**config.mk**
```make
export PLATFORM = sky130hd
export DESIGN_NAME = uart_rx_frame_parser
export DESIGN_NICKNAME = d
export VERILOG_FILES = /design/src/rtl/uart_rx_frame_parser.sv
export SDC_FILE = /design/constraint.sdc
export NUM_CORES = 1
export LEC_CHECK = 0
export CAP_MARGIN = 20
export CORE_UTILIZATION = 53
export CTS_CLUSTER_SIZE = 16
export DETAILED_ROUTE_END_ITERATION = 10
export MAX_ROUTING_LAYER = met4
export PLACE_DENSITY = 0.81
export SETUP_SLACK_MARGIN = 0.1
export SYNTH_ARGS = -nofsm -noshare
export SYNTH_HDL_FRONTEND = slang
export SYNTH_SLANG_ARGS = --single-unit
```
**constraint.sdc**
```tcl
create_clock -name i_clk -period 2.9 [get_ports i_clk]
set_clock_uncertainty 0.1 [all_clocks]
set_input_delay 0.435 -clock i_clk [delete_from_list [all_inputs] [get_ports i_clk]]
set_output_delay 0.435 -clock i_clk [all_outputs]
set_load 0.005 [all_outputs]
```
**src/rtl/uart_rx_frame_parser.sv**
```systemverilog
// Framed UART command parser: HEADER, CMD, [COUNT], payload items, CRC-8 residue check.
// Drives an N-byte operand core, its pipeline enable and reset, and reports coded errors.
module uart_rx_frame_parser #(
  parameter int unsigned PAYLOAD_BYTES  = 6,
  parameter logic [7:0]  HEADER_BYTE    = 8'h5a,
  parameter int unsigned MAX_BURST      = 255,
  parameter logic [7:0]  CRC_POLY       = 8'h07,
  parameter int unsigned TIMEOUT_CYCLES = 0
) (
  input  logic                       i_clk,
  input  logic                       i_rst_n,
  input  logic [7:0]                 i_rx_byte,
  input  logic                       i_rx_byte_valid,
  input  logic                       i_rx_err,
  output logic [7:0]                 o_cmd,
  output logic                       o_cmd_valid,
  output logic [7:0]                 o_burst_cnt,
  output logic [8*PAYLOAD_BYTES-1:0] o_payload,
  output logic                       o_payload_valid,
  output logic                       o_msg_done,
  output logic                       o_msg_err,
  output logic [2:0]                 o_err_code,
  output logic                       o_pipeline_en,
  output logic                       o_core_rst_n
);

  localparam int unsigned PW    = 8 * PAYLOAD_BYTES;
  localparam int unsigned IDX_W = (PAYLOAD_BYTES > 1) ? $clog2(PAYLOAD_BYTES) : 1;
  localparam int unsigned TMR_W = (TIMEOUT_CYCLES > 0) ? $clog2(TIMEOUT_CYCLES + 1) : 1;

  localparam logic [7:0] CMD_SINGLE  = 8'hd1;
  localparam logic [7:0] CMD_BURST   = 8'hd2;
  localparam logic [7:0] CMD_DISABLE = 8'he1;
  localparam logic [7:0] CMD_ENABLE  = 8'he2;

  localparam logic [2:0] ERR_NONE    = 3'd0;
  localparam logic [2:0] ERR_CMD     = 3'd1;
  localparam logic [2:0] ERR_LEN     = 3'd2;
  localparam logic [2:0] ERR_CRC     = 3'd3;
  localparam logic [2:0] ERR_TIMEOUT = 3'd4;
  localparam logic [2:0] ERR_RX      = 3'd5;

  typedef enum logic [2:0] {
    ST_HEADER,
    ST_CMD,
    ST_LEN,
    ST_PAYLOAD,
    ST_CRC
  } state_e;

  state_e            state_q, state_d;
  logic [7:0]        crc_q, crc_d;
  logic [IDX_W-1:0]  idx_q, idx_d;
  logic [7:0]        rem_q, rem_d;
  logic [TMR_W-1:0]  timer_q, timer_d;
  logic [7:0]        cmd_q, cmd_d;
  logic              cmd_valid_q, cmd_valid_d;
  logic [7:0]        burst_q, burst_d;
  logic [PW-1:0]     payload_q, payload_d;
  logic              payload_valid_q, payload_valid_d;
  logic              msg_done_q, msg_done_d;
  logic              msg_err_q, msg_err_d;
  logic [2:0]        err_code_q, err_code_d;
  logic              pen_q, pen_d;
  logic              core_rst_n_q, core_rst_n_d;

  logic              abort;
  logic [2:0]        abort_code;
  logic [7:0]        crc_next;
  logic [TMR_W-1:0]  timer_inc;

  // Whole-byte CRC-8 step, MSB first, so the residue is ready in the same cycle.
  function automatic logic [7:0] crc8_byte(input logic [7:0] crc, input logic [7:0] data);
    logic [7:0] c;
    c = crc ^ data;
    for (int i = 0; i < 8; i++) begin
      c = c[7] ? ((c << 1) ^ CRC_POLY) : (c << 1);
    end
    return c;
  endfunction

  always_ff @(posedge i_clk or negedge i_rst_n) begin
    if (!i_rst_n) begin
      state_q         <= ST_HEADER;
      crc_q           <= '0;
      idx_q           <= '0;
      rem_q           <= '0;
      timer_q         <= '0;
      cmd_q           <= '0;
      cmd_valid_q     <= 1'b0;
      burst_q         <= '0;
      payload_q       <= '0;
      payload_valid_q <= 1'b0;
      msg_done_q      <= 1'b0;
      msg_err_q       <= 1'b0;
      err_code_q      <= ERR_NONE;
      pen_q           <= 1'b1;
      core_rst_n_q    <= 1'b1;
    end else begin
      state_q         <= state_d;
      crc_q           <= crc_d;
      idx_q           <= idx_d;
      rem_q           <= rem_d;
      timer_q         <= timer_d;
      cmd_q           <= cmd_d;
      cmd_valid_q     <= cmd_valid_d;
      burst_q         <= burst_d;
      payload_q       <= payload_d;
      payload_valid_q <= payload_valid_d;
      msg_done_q      <= msg_done_d;
      msg_err_q       <= msg_err_d;
      err_code_q      <= err_code_d;
      pen_q           <= pen_d;
      core_rst_n_q    <= core_rst_n_d;
    end
  end

  always_comb begin
    state_d         = state_q;
    crc_d           = crc_q;
    idx_d           = idx_q;
    rem_d           = rem_q;
    timer_d         = timer_q;
    cmd_d           = cmd_q;
    burst_d         = burst_q;
    payload_d       = payload_q;
    err_code_d      = err_code_q;
    pen_d           = pen_q;
    cmd_valid_d     = 1'b0;
    payload_valid_d = 1'b0;
    msg_done_d      = 1'b0;
    msg_err_d       = 1'b0;
    core_rst_n_d    = 1'b1;
    abort           = 1'b0;
    abort_code      = ERR_NONE;
    crc_next        = crc8_byte(crc_q, i_rx_byte);
    timer_inc       = timer_q + 1'b1;

    if (state_q == ST_HEADER) begin
      crc_d   = '0;
      idx_d   = '0;
      rem_d   = '0;
      timer_d = '0;
    end

    // A receiver error wins over any byte arriving in the same cycle.
    if (i_rx_err) begin
      abort        = 1'b1;
      abort_code   = ERR_RX;
      core_rst_n_d = 1'b0;
    end else if (i_rx_byte_valid) begin
      timer_d = '0;
      case (state_q)
        ST_HEADER: begin
          if (i_rx_byte == HEADER_BYTE) state_d = ST_CMD;
        end
        ST_CMD: begin
          cmd_d       = i_rx_byte;
          cmd_valid_d = 1'b1;
          crc_d       = crc_next;
          case (i_rx_byte)
            CMD_SINGLE: begin
              burst_d = 8'd1;
              rem_d   = 8'd1;
              state_d = ST_PAYLOAD;
            end
            CMD_BURST:               state_d = ST_LEN;
            CMD_DISABLE, CMD_ENABLE: state_d = ST_CRC;
            default: begin
              abort      = 1'b1;
              abort_code = ERR_CMD;
            end
          endcase
        end
        ST_LEN: begin
          crc_d = crc_next;
          if (i_rx_byte == 8'd0 || i_rx_byte > 8'(MAX_BURST)) begin
            abort      = 1'b1;
            abort_code = ERR_LEN;
          end else begin
            burst_d = i_rx_byte;
            rem_d   = i_rx_byte;
            state_d = ST_PAYLOAD;
          end
        end
        ST_PAYLOAD: begin
          crc_d = crc_next;
          for (int k = 0; k < PAYLOAD_BYTES; k++) begin
            if (idx_q == IDX_W'(k)) payload_d[8*k +: 8] = i_rx_byte;
          end
          if (idx_q == IDX_W'(PAYLOAD_BYTES - 1)) begin
            idx_d           = '0;
            payload_valid_d = 1'b1;
            rem_d           = rem_q - 8'd1;
            if (rem_q == 8'd1) state_d = ST_CRC;
          end else begin
            idx_d = idx_q + 1'b1;
          end
        end
        ST_CRC: begin
          msg_done_d = 1'b1;
          crc_d      = '0;
          state_d    = ST_HEADER;
          if (crc_next != 8'h00) begin
            msg_err_d  = 1'b1;
            err_code_d = ERR_CRC;
          end else begin
            err_code_d = ERR_NONE;
            if (cmd_q == CMD_DISABLE) begin
              pen_d        = 1'b0;
              core_rst_n_d = 1'b0;
            end else if (cmd_q == CMD_ENABLE) begin
              pen_d = 1'b1;
            end
          end
        end
        default: state_d = ST_HEADER;
      endcase
    end else if (TIMEOUT_CYCLES != 0 && state_q != ST_HEADER) begin
      timer_d = timer_inc;
      if (timer_inc == TMR_W'(TIMEOUT_CYCLES)) begin
        abort      = 1'b1;
        abort_code = ERR_TIMEOUT;
      end
    end

    if (abort) begin
      msg_done_d = 1'b1;
      msg_err_d  = 1'b1;
      err_code_d = abort_code;
      crc_d      = '0;
      idx_d      = '0;
      rem_d      = '0;
      timer_d    = '0;
      state_d    = ST_HEADER;
    end
  end

  assign o_cmd           = cmd_q;
  assign o_cmd_valid     = cmd_valid_q;
  assign o_burst_cnt     = burst_q;
  assign o_payload       = payload_q;
  assign o_payload_valid = payload_valid_q;
  assign o_msg_done      = msg_done_q;
  assign o_msg_err       = msg_err_q;
  assign o_err_code      = err_code_q;
  assign o_pipeline_en   = pen_q;
  assign o_core_rst_n    = core_rst_n_q;

endmodule

```
==> results of run 1 <==
==> sequential cells by signal (all words and copies together), names as in the netlist, 3 cells and up <==
signal,flops
crc_q,8
idx_q,3
o_burst_cnt,8
o_cmd,8
o_err_code,3
o_payload,48
rem_q,8
state_q,3
==> through the flow <==
stage / setup TNS [ns] / total power, uW / utilization (%)
3_5_place_dp: -0.0612 / 1590 / 69.6
5_1_grt: 0 / 2530 / 72.1
4_1_cts: 0 / 2460 / 72.1
3_3_place_gp: 0 / 1590 / 69.6
6_report: 0 / 2450 / 72.1
2_1_floorplan: 0 / 1470 / -
==> layer usage <==
metal | wire length (um) | up-vias | track usage [%] | part of all wire (%)
met1 | 5100 | 1872 | 38.0 | 42
li1 | - | 1750 | - | -
met3 | 1030 | 26 | 7.42 | 8.4
met4 | 240 | 0 | 11.6 | 2.0
met5 | 0 | - | - | 0
met2 | 5850 | 182 | 44.7 | 48
==> Yosys cell counts (all sizes together) (3+ instances only) <==
master / number
a21oi: 19
a22oi: 6
nor4b: 4
clkbuf: 26
nor3b: 4
nor2: 34
o21ai: 29
mux2: 52
dfrtp: 93
nand3b: 3
o21a: 3
inv: 10
a31oi: 8
ha: 4
o211ai: 3
nor3: 10
xnor3: 3
xnor2: 13
nand3: 9
nor4: 6
xor2: 9
nand2: 44
==> power by group through the flow <==
stage,Sequential (uW),Combinational (uW),Clock (uW)
2_1_floorplan,1370,104,0
3_3_place_gp,1370,220,0
3_5_place_dp,1370,226,0
4_1_cts,1340,227,893
5_1_grt,1340,246,942
6_report,1340,227,878
==> layout make-up <==
cell class,count,area [um2]
Clock buffer,10,138
Timing Repair Buffer,122,1140
Fill cell,601,2340
Sequential cell,95,2380
Clock inverter,6,62.6
Inverter,10,37.5
Multi-Input combinational cell,301,2160
Tap cell,105,131
==> cells by family after synthesis <==
| group | Yosys count | share of synthesized area, % |
|---|---|---|
| xor+xnor | 25 | 6.16 |
| compound gates | 87 | 11.8 |
| simple gates | 133 | 14.6 |
| fa+ha+maj | 4 | 1.07 |
| flops | 95 | 50.9 |
| mux | 52 | 12.5 |
| buf+inv | 36 | 2.89 |
==> what timing repair did <==
| action | CTS | global route |
|---|---|---|
| hold buffers | 1 | 0 |
| setup buffers | 0 | 0 |
| hold endpoints to repair | 37 | 0 |
| endpoints found under the setup margin | 0 | 0 |
==> placed cells by master, fill, tap and decap left out, types with 12 or more instances in the layout <==
master and instances:
a21oi_1 19, o21ai_1 15, nor2_1 34, dfrtp_1 93
buf_4 37, xnor2_1 12, mux2_2 43, nand2_1 44
o21ai_0 14, clkdlybuf4s50_1 83
==> worst max path at each step <==
stage / to / start / depth (start not counted)
floorplan: o_pipeline_en$_DFFE_PN1P_ / i_rx_byte[1] / 7
global placement: o_pipeline_en$_DFFE_PN1P_ / i_rx_byte[2] / 7
detailed placement: o_pipeline_en$_DFFE_PN1P_ / i_rx_byte[2] / 7
CTS: o_pipeline_en$_DFFE_PN1P_ / i_rx_byte[2] / 7
global route: o_pipeline_en$_DFFE_PN1P_ / i_rx_byte[2] / 7
finish: o_pipeline_en$_DFFE_PN1P_ / i_rx_byte[2] / 7
==> worst max-delay path, stage by stage <==
cell and delay [ns]:
clkdlybuf4s50_1 0.57, xor2_2 0.20, xnor3_2 0.45, or3b_1 0.42, a221oi_2 0.30, nand3_1 0.11, o311ai_1 0.25
==> impl_table.tex, run 1 <==
\begin{tabular}{lr}
\hline
Metric & Value \\
\hline
\multicolumn{2}{l}{\textbf{Status}} \\
\quad Outcome & finished, final reports clean \\
\multicolumn{2}{l}{\textbf{Timing}} \\
\quad Endpoints failing hold & 0 \\
\quad Hold Worst Slack & 0.385 ns \\
\quad Final Critical Period & 2.57 ns \\
\quad Pin slew with the least headroom to its limit & roughly 0.52 ns \\
\quad Unrepaired setup endpoints after global routing & no \\
\quad Setup violation total in the final timing report & 0 \\
\quad Total count of max-transition violations in the final report & 0 \\
\quad Setup WS post-layout & 0.332 ns \\
\quad Worst slew margin relative to its limit & between 60\% and 70\% \\
\quad Highest clock frequency the design can meet & 0.389 GHz \\
\quad Final period utilization & 88.5\% \\
\multicolumn{2}{l}{\textbf{Synth}} \\
\quad Post-Syn Nets & 448 \\
\quad Count of flip-flops with a built-in enable after synthesis & 0 \\
\quad Number of instances in the synthesized netlist & 432 \\
\quad Register bit total from synthesis & 95 \\
\quad Dominant cell type by area after synthesis & dfrtp\_1 \\
\quad Area share of the leading cell type in the synthesized netlist & 49.8\% \\
\quad Cell area after synthesis & 4670 um2 \\
\quad Share of flip-flops with an asynchronous set or reset after synthesis & 100\% \\
\quad Yosys warning count & 0 \\
\quad Number of distinct library cells after synthesis & 59 \\
\quad Share of the yosys chip area belonging to registers & 50.9\% \\
\quad Prevailing post-synth register cell & dfrtp\_1 \\
\quad Top area cells in the synthesized netlist & dfrtp\_1, mux2\_2, nand2\_1 \\
\quad Avg Cell Area, Syn & 10.8 um2 \\
\multicolumn{2}{l}{\textbf{Power and ir drop}} \\
\quad Int Power & 1790 uW \\
\quad Leakage power & 0.00274 uW \\
\quad Power per cell area & approximately 400 nW/um2 \\
\quad Switch Pwr & approximately 650 uW \\
\quad Maximum resistive drop on vdd & 0.346 mV \\
\quad Share of total power in sequential cells & 54.8\% \\
\quad Part of the power in the clock network & 35.9\% \\
\quad Combinational group share of total power & 9.3\% \\
\quad Sw Ratio & 26.7\% \\
\multicolumn{2}{l}{\textbf{Flow run}} \\
\quad Number of max-cap violations & 0 \\
\multicolumn{2}{l}{\textbf{Routing}} \\
\quad Routed length per instance & about 19 um \\
\quad Via count & $\sim$3800 \\
\quad DR pass1 iterations & 5 \\
\quad Iter 0 DRT Violations & 291 \\
\quad Final wirelength & 12200 um \\
\quad Count of unresolved DRC violations after routing & 0 \\
\quad Drt via density & 5.90 \\
\quad Post-DRT Antenna Nets & 0 \\
\multicolumn{2}{l}{\textbf{Clocking}} \\
\quad Number of clock buffers inserted by TritonCTS & 9 \\
\quad CTS clk-pin slew, worst paths & between 0.1 and 0.15 ns \\
\quad Number of H-tree branching levels & 3 \\
\quad CTS tree & done \\
\quad Clock sink count & 95 \\
\quad Clock latency of the later-clocked register in the worst-skew pair & 0.35 ns \\
\quad Clock Path Buffers & 2 \\
\quad Library cell used as clock root buffer & clkbuf\_8 \\
\quad Number of gates resized after cts & 0 \\
\multicolumn{2}{l}{\textbf{Setup path}} \\
\quad Data required, critical path & 3.07 ns \\
\quad Worst Reg2Reg Path Length in Cells & 7 \\
\quad Critical R2R Launch & state\_q[1]\$\_DFFE\_PN0P\_ \\
\quad Startpoint Class & primary input \\
\quad Worst reg2reg path endpoint & idx\_q[2]\$\_DFF\_PN0\_ \\
\quad Register-to-Register Setup Slack & 0.51 ns \\
\quad Peak fanout along the critical path & 3 \\
\quad Type of the worst setup path & in2reg \\
\quad WP data arrival & 2.74 ns \\
\quad Sort of element at the end of the critical path & flip-flop \\
\multicolumn{2}{l}{\textbf{Global route}} \\
\quad Overall fraction of global-route tracks in use & 29.4\% \\
\quad Maximum number of pins on one net before global-route repair & 42 \\
\quad Antenna violations before repair & 0 \\
\quad First-pass GRT wire length & 19600 um \\
\quad Number of global-route vias before repair & 3907 \\
\quad Remaining global-route overflow & 0 \\
\multicolumn{2}{l}{\textbf{Die}} \\
\quad Height of the die & 95.9 um \\
\quad Top Ports & 85 \\
\quad DIE WIDTH & 95.9 um \\
\quad Starting density of the core & 55.7\% \\
\quad Number of rows created at floorplan & 33 \\
\quad Core footprint & roughly 8400 um2 \\
\quad Die footprint & 9190 um2 \\
\multicolumn{2}{l}{\textbf{Finish}} \\
\quad Antenna cell count & 0 \\
\quad Layout Cell Area excl Fill & 6040 um2 \\
\quad \# nets final & between 500 and 600 \\
\quad Number of cells in the finished layout apart from fillers & 649 \\
\quad Fraction of final layout cells with drive strength greater than 1 & about a fifth \\
\quad Synth-to-layout area growth & 29.4\% \\
\multicolumn{2}{l}{\textbf{Placed design}} \\
\quad \# port buffers & 84 \\
\quad Post-placement cell count & 632 \\
\quad Setup Slack @ Placement & -0.0335 ns \\
\quad Post-detailed-placement half-perimeter wirelength & 8570 um \\
\quad Final GP Congestion & 0.885 \\
\quad Placed cell area & 5830 um2 \\
\multicolumn{2}{l}{\textbf{Min path}} \\
\quad Start point of the worst min-delay path & o\_cmd[0]\$\_DFFE\_PN0P\_ \\
\quad Worst Hold Endpoint & o\_pipeline\_en\$\_DFFE\_PN1P\_ \\
\quad Hold/Removal Path Class & reg2reg \\
\quad Worst Hold Path Cells & 1 \\
\hline
\end{tabular}
Note: power is estimated with default switching activity, not from simulation.
==> run 2: changes to the inputs <==
--- a/config.mk
+++ b/config.mk
@@ -12,6 +12,7 @@
 export MAX_ROUTING_LAYER = met4
 export PLACE_DENSITY = 0.81
 export SETUP_SLACK_MARGIN = 0.1
+export SKIP_CTS_REPAIR_TIMING = 1
 export SYNTH_ARGS = -nofsm -noshare
 export SYNTH_HDL_FRONTEND = slang
 export SYNTH_SLANG_ARGS = --single-unit
==> impl_table.tex, run 2 (same netlist as run 1, synthesis figures left out) <==
\begin{tabular}{lr}
\hline
Metric & Value \\
\hline
\multicolumn{2}{l}{\textbf{Timing}} \\
\quad Endpoints failing hold & 0 (unchanged) \\
\quad Final period utilization & 88.6\% (about the same) \\
\quad Highest clock frequency the design can meet & 0.389 GHz (about the same) \\
\quad Setup violation total in the final timing report & 0 (unchanged) \\
\quad Pin slew with the least headroom to its limit & 0.520 ns (+0.00155 ns) \\
\quad Unrepaired setup endpoints after global routing & no \\
\quad Worst slew margin relative to its limit & 65.1\% (-0.10 points) \\
\quad Final Critical Period & 2.57 ns (+0.000318 ns) \\
\quad Setup WS post-layout & 0.332 ns (-0.000318 ns) \\
\quad Total count of max-transition violations in the final report & 0 (unchanged) \\
\multicolumn{2}{l}{\textbf{Routing}} \\
\quad Via count & 3820 (-0.26\%) \\
\quad Final wirelength & 12200 um (about the same) \\
\quad Post-DRT Antenna Nets & 0 (unchanged) \\
\quad Routed length per instance & 18.8 um (about the same) \\
\quad Drt via density & 5.89 (-0.26\%) \\
\quad Iter 0 DRT Violations & 291 (unchanged) \\
\quad Count of unresolved DRC violations after routing & 0 (unchanged) \\
\quad DR pass1 iterations & 5 (unchanged) \\
\multicolumn{2}{l}{\textbf{Placed design}} \\
\quad \# port buffers & 84 (unchanged) \\
\quad Setup Slack @ Placement & -0.0335 ns (unchanged) \\
\quad Final GP Congestion & 0.885 (unchanged) \\
\quad Post-detailed-placement half-perimeter wirelength & 8570 um (unchanged) \\
\quad Placed cell area & 5830 um2 (unchanged) \\
\multicolumn{2}{l}{\textbf{Finish}} \\
\quad Antenna cell count & 0 (unchanged) \\
\quad \# nets final & 555 (unchanged) \\
\quad Synth-to-layout area growth & 29.4\% (unchanged) \\
\quad Largest register FFs & 48 (unchanged) \\
\quad Layout Cell Area excl Fill & 6040 um2 (unchanged) \\
\quad Most frequent cells in the layout & dfrtp\_1, clkdlybuf4s50\_1, nand2\_1, mux2\_2, buf\_4 \\
\quad Fraction of final layout cells with drive strength greater than 1 & 19.9\% (unchanged) \\
\quad Most frequent standard cell in the layout excluding fill and tap cells & dfrtp\_1 \\
\multicolumn{2}{l}{\textbf{Global route}} \\
\quad Remaining global-route overflow & 0 (unchanged) \\
\quad Overall fraction of global-route tracks in use & 29.4\% (unchanged) \\
\quad Antenna violations before repair & 0 (unchanged) \\
\quad Maximum number of pins on one net before global-route repair & 42 (unchanged) \\
\quad Number of global-route vias before repair & 3905 (-0.051\%) \\
\quad First-pass GRT wire length & 19600 um (unchanged) \\
\multicolumn{2}{l}{\textbf{Status}} \\
\quad Outcome & finished, final reports clean \\
\multicolumn{2}{l}{\textbf{Setup path}} \\
\quad Max stage delay on crit path & 0.57 ns (about the same) \\
\quad Crit-path slowest cell & clkdlybuf4s50\_1 \\
\quad Peak fanout along the critical path & 3 (unchanged) \\
\quad Critical R2R Launch & state\_q[2]\$\_DFFE\_PN0P\_ \\
\quad Register-to-Register Setup Slack & 0.54 ns (+0.03 ns) \\
\quad Worst reg2reg path endpoint & state\_q[1]\$\_DFFE\_PN0P\_ \\
\quad Sort of element at the end of the critical path & flip-flop \\
\quad WP data arrival & 2.74 ns (about the same) \\
\quad Type of the worst setup path & in2reg \\
\quad Data required, critical path & 3.07 ns (about the same) \\
\quad Startpoint Class & primary input \\
\quad Beginning of the critical path & i\_rx\_byte[2] \\
\quad Worst Reg2Reg Path Length in Cells & 6 (-1) \\
\quad List of cells traversed by the critical path & clkdlybuf4s50\_1 -> xor2\_2 -> xnor3\_2 -> or3b\_1 -> a221oi\_2 -> nand3\_1 -> o311ai\_1 \\
\multicolumn{2}{l}{\textbf{Min path}} \\
\quad Start point of the worst min-delay path & o\_cmd[0]\$\_DFFE\_PN0P\_ \\
\quad Hold/Removal Path Class & reg2reg \\
\quad Worst Hold Endpoint & o\_pipeline\_en\$\_DFFE\_PN1P\_ \\
\quad Worst Hold Path Cells & 1 (unchanged) \\
\multicolumn{2}{l}{\textbf{Clocking}} \\
\quad Library cell used as clock root buffer & clkbuf\_8 \\
\quad CTS clk-pin slew, worst paths & 0.11 ns (about the same) \\
\quad Number of H-tree branching levels & 3 (unchanged) \\
\quad Clock Path Buffers & 2 (unchanged) \\
\quad Clock latency of the later-clocked register in the worst-skew pair & 0.35 ns (about the same) \\
\quad CTS tree & done \\
\quad Number of clock buffers inserted by TritonCTS & 9 (unchanged) \\
\quad Clock sink count & 95 (unchanged) \\
\multicolumn{2}{l}{\textbf{Die}} \\
\quad Core footprint & 8380 um2 (unchanged) \\
\quad Starting density of the core & 55.7\% (unchanged) \\
\quad DIE WIDTH & 95.9 um (unchanged) \\
\quad Number of rows created at floorplan & 33 (unchanged) \\
\quad Height of the die & 95.9 um (unchanged) \\
\quad Die footprint & 9190 um2 (unchanged) \\
\quad Top Ports & 85 (unchanged) \\
\multicolumn{2}{l}{\textbf{Power and ir drop}} \\
\quad Maximum resistive drop on vdd & 0.346 mV (about the same) \\
\quad Power per cell area & 405 nW/um2 (about the same) \\
\quad Leakage power & 0.00274 uW (unchanged) \\
\multicolumn{2}{l}{\textbf{Flow run}} \\
\quad Number of max-cap violations & 0 (unchanged) \\
\hline
\end{tabular}
==> run 2: cell counts in the layout (fill, tap and decap cells not counted) <==
No cell type changed its count.
==> run 2: stage by stage <==
| stage | total power, uW | instances | TNS, ns | util [%] | hold WS, ns |
|---|---|---|---|---|---|
| floorplan | 1470 | 432 | 0 | - | 0.0394 |
| global placement | 1590 | 632 | 0 | 69.6 | 0.333 |
| detailed placement | 1590 | 632 | -0.0612 | 69.6 | 0.338 |
| CTS | 2460 | 648 | 0 | 72.0 | -0.0643 |
| global route | 2530 | 649 | 0 | 72.1 | 0.404 |
| finish | 2450 | 649 | 0 | 72.1 | 0.385 |
==> run 2: worst max-delay path by stage <==
stage,endpoint,slack [ns],cells after the start
after CTS,o_pipeline_en$_DFFE_PN1P_,0.35,7
final,o_pipeline_en$_DFFE_PN1P_,0.33,7
after global routing,o_pipeline_en$_DFFE_PN1P_,0.21,7
after floorplan,o_pipeline_en$_DFFE_PN1P_,0.55,7
after detailed placement,o_pipeline_en$_DFFE_PN1P_,-0.03,7
after global placement,o_pipeline_en$_DFFE_PN1P_,0.08,7
==> run 2: power by group <==
part           internal (uW)  switching, uW
clock network            359            518
registers               1330           8.11
logic                    101            126
==> run 2: layer usage <==
| metal | track usage (%) | part of all wire, % | vias to the layer above | wire length, um |
|---|---|---|---|---|
| li1 | - | - | 1751 | - |
| met1 | 38.0 | 42 | 1872 | 5190 |
| met2 | 44.7 | 48 | 179 | 5840 |
| met3 | 7.42 | 7.9 | 18 | 967 |
| met4 | 11.6 | 1.8 | 0 | 216 |
| met5 | - | 0 | - | 0 |
==> run 2: layout make-up <==
class / count / area (um2)
Multi-Input combinational cell: 301 / 2160
Clock inverter: 6 / 62.6
Tap cell: 105 / 131
Sequential cell: 95 / 2380
Timing Repair Buffer: 122 / 1140
Inverter: 10 / 37.5
Fill cell: 600 / 2340
Clock buffer: 10 / 138
==> run 2: worst max-delay path, delay by kind of cell <==
family          cells  cell delay (ns)
buf+inv             1             0.57
xor+xnor            2             0.65
simple gates        2             0.53
compound gates      2             0.55
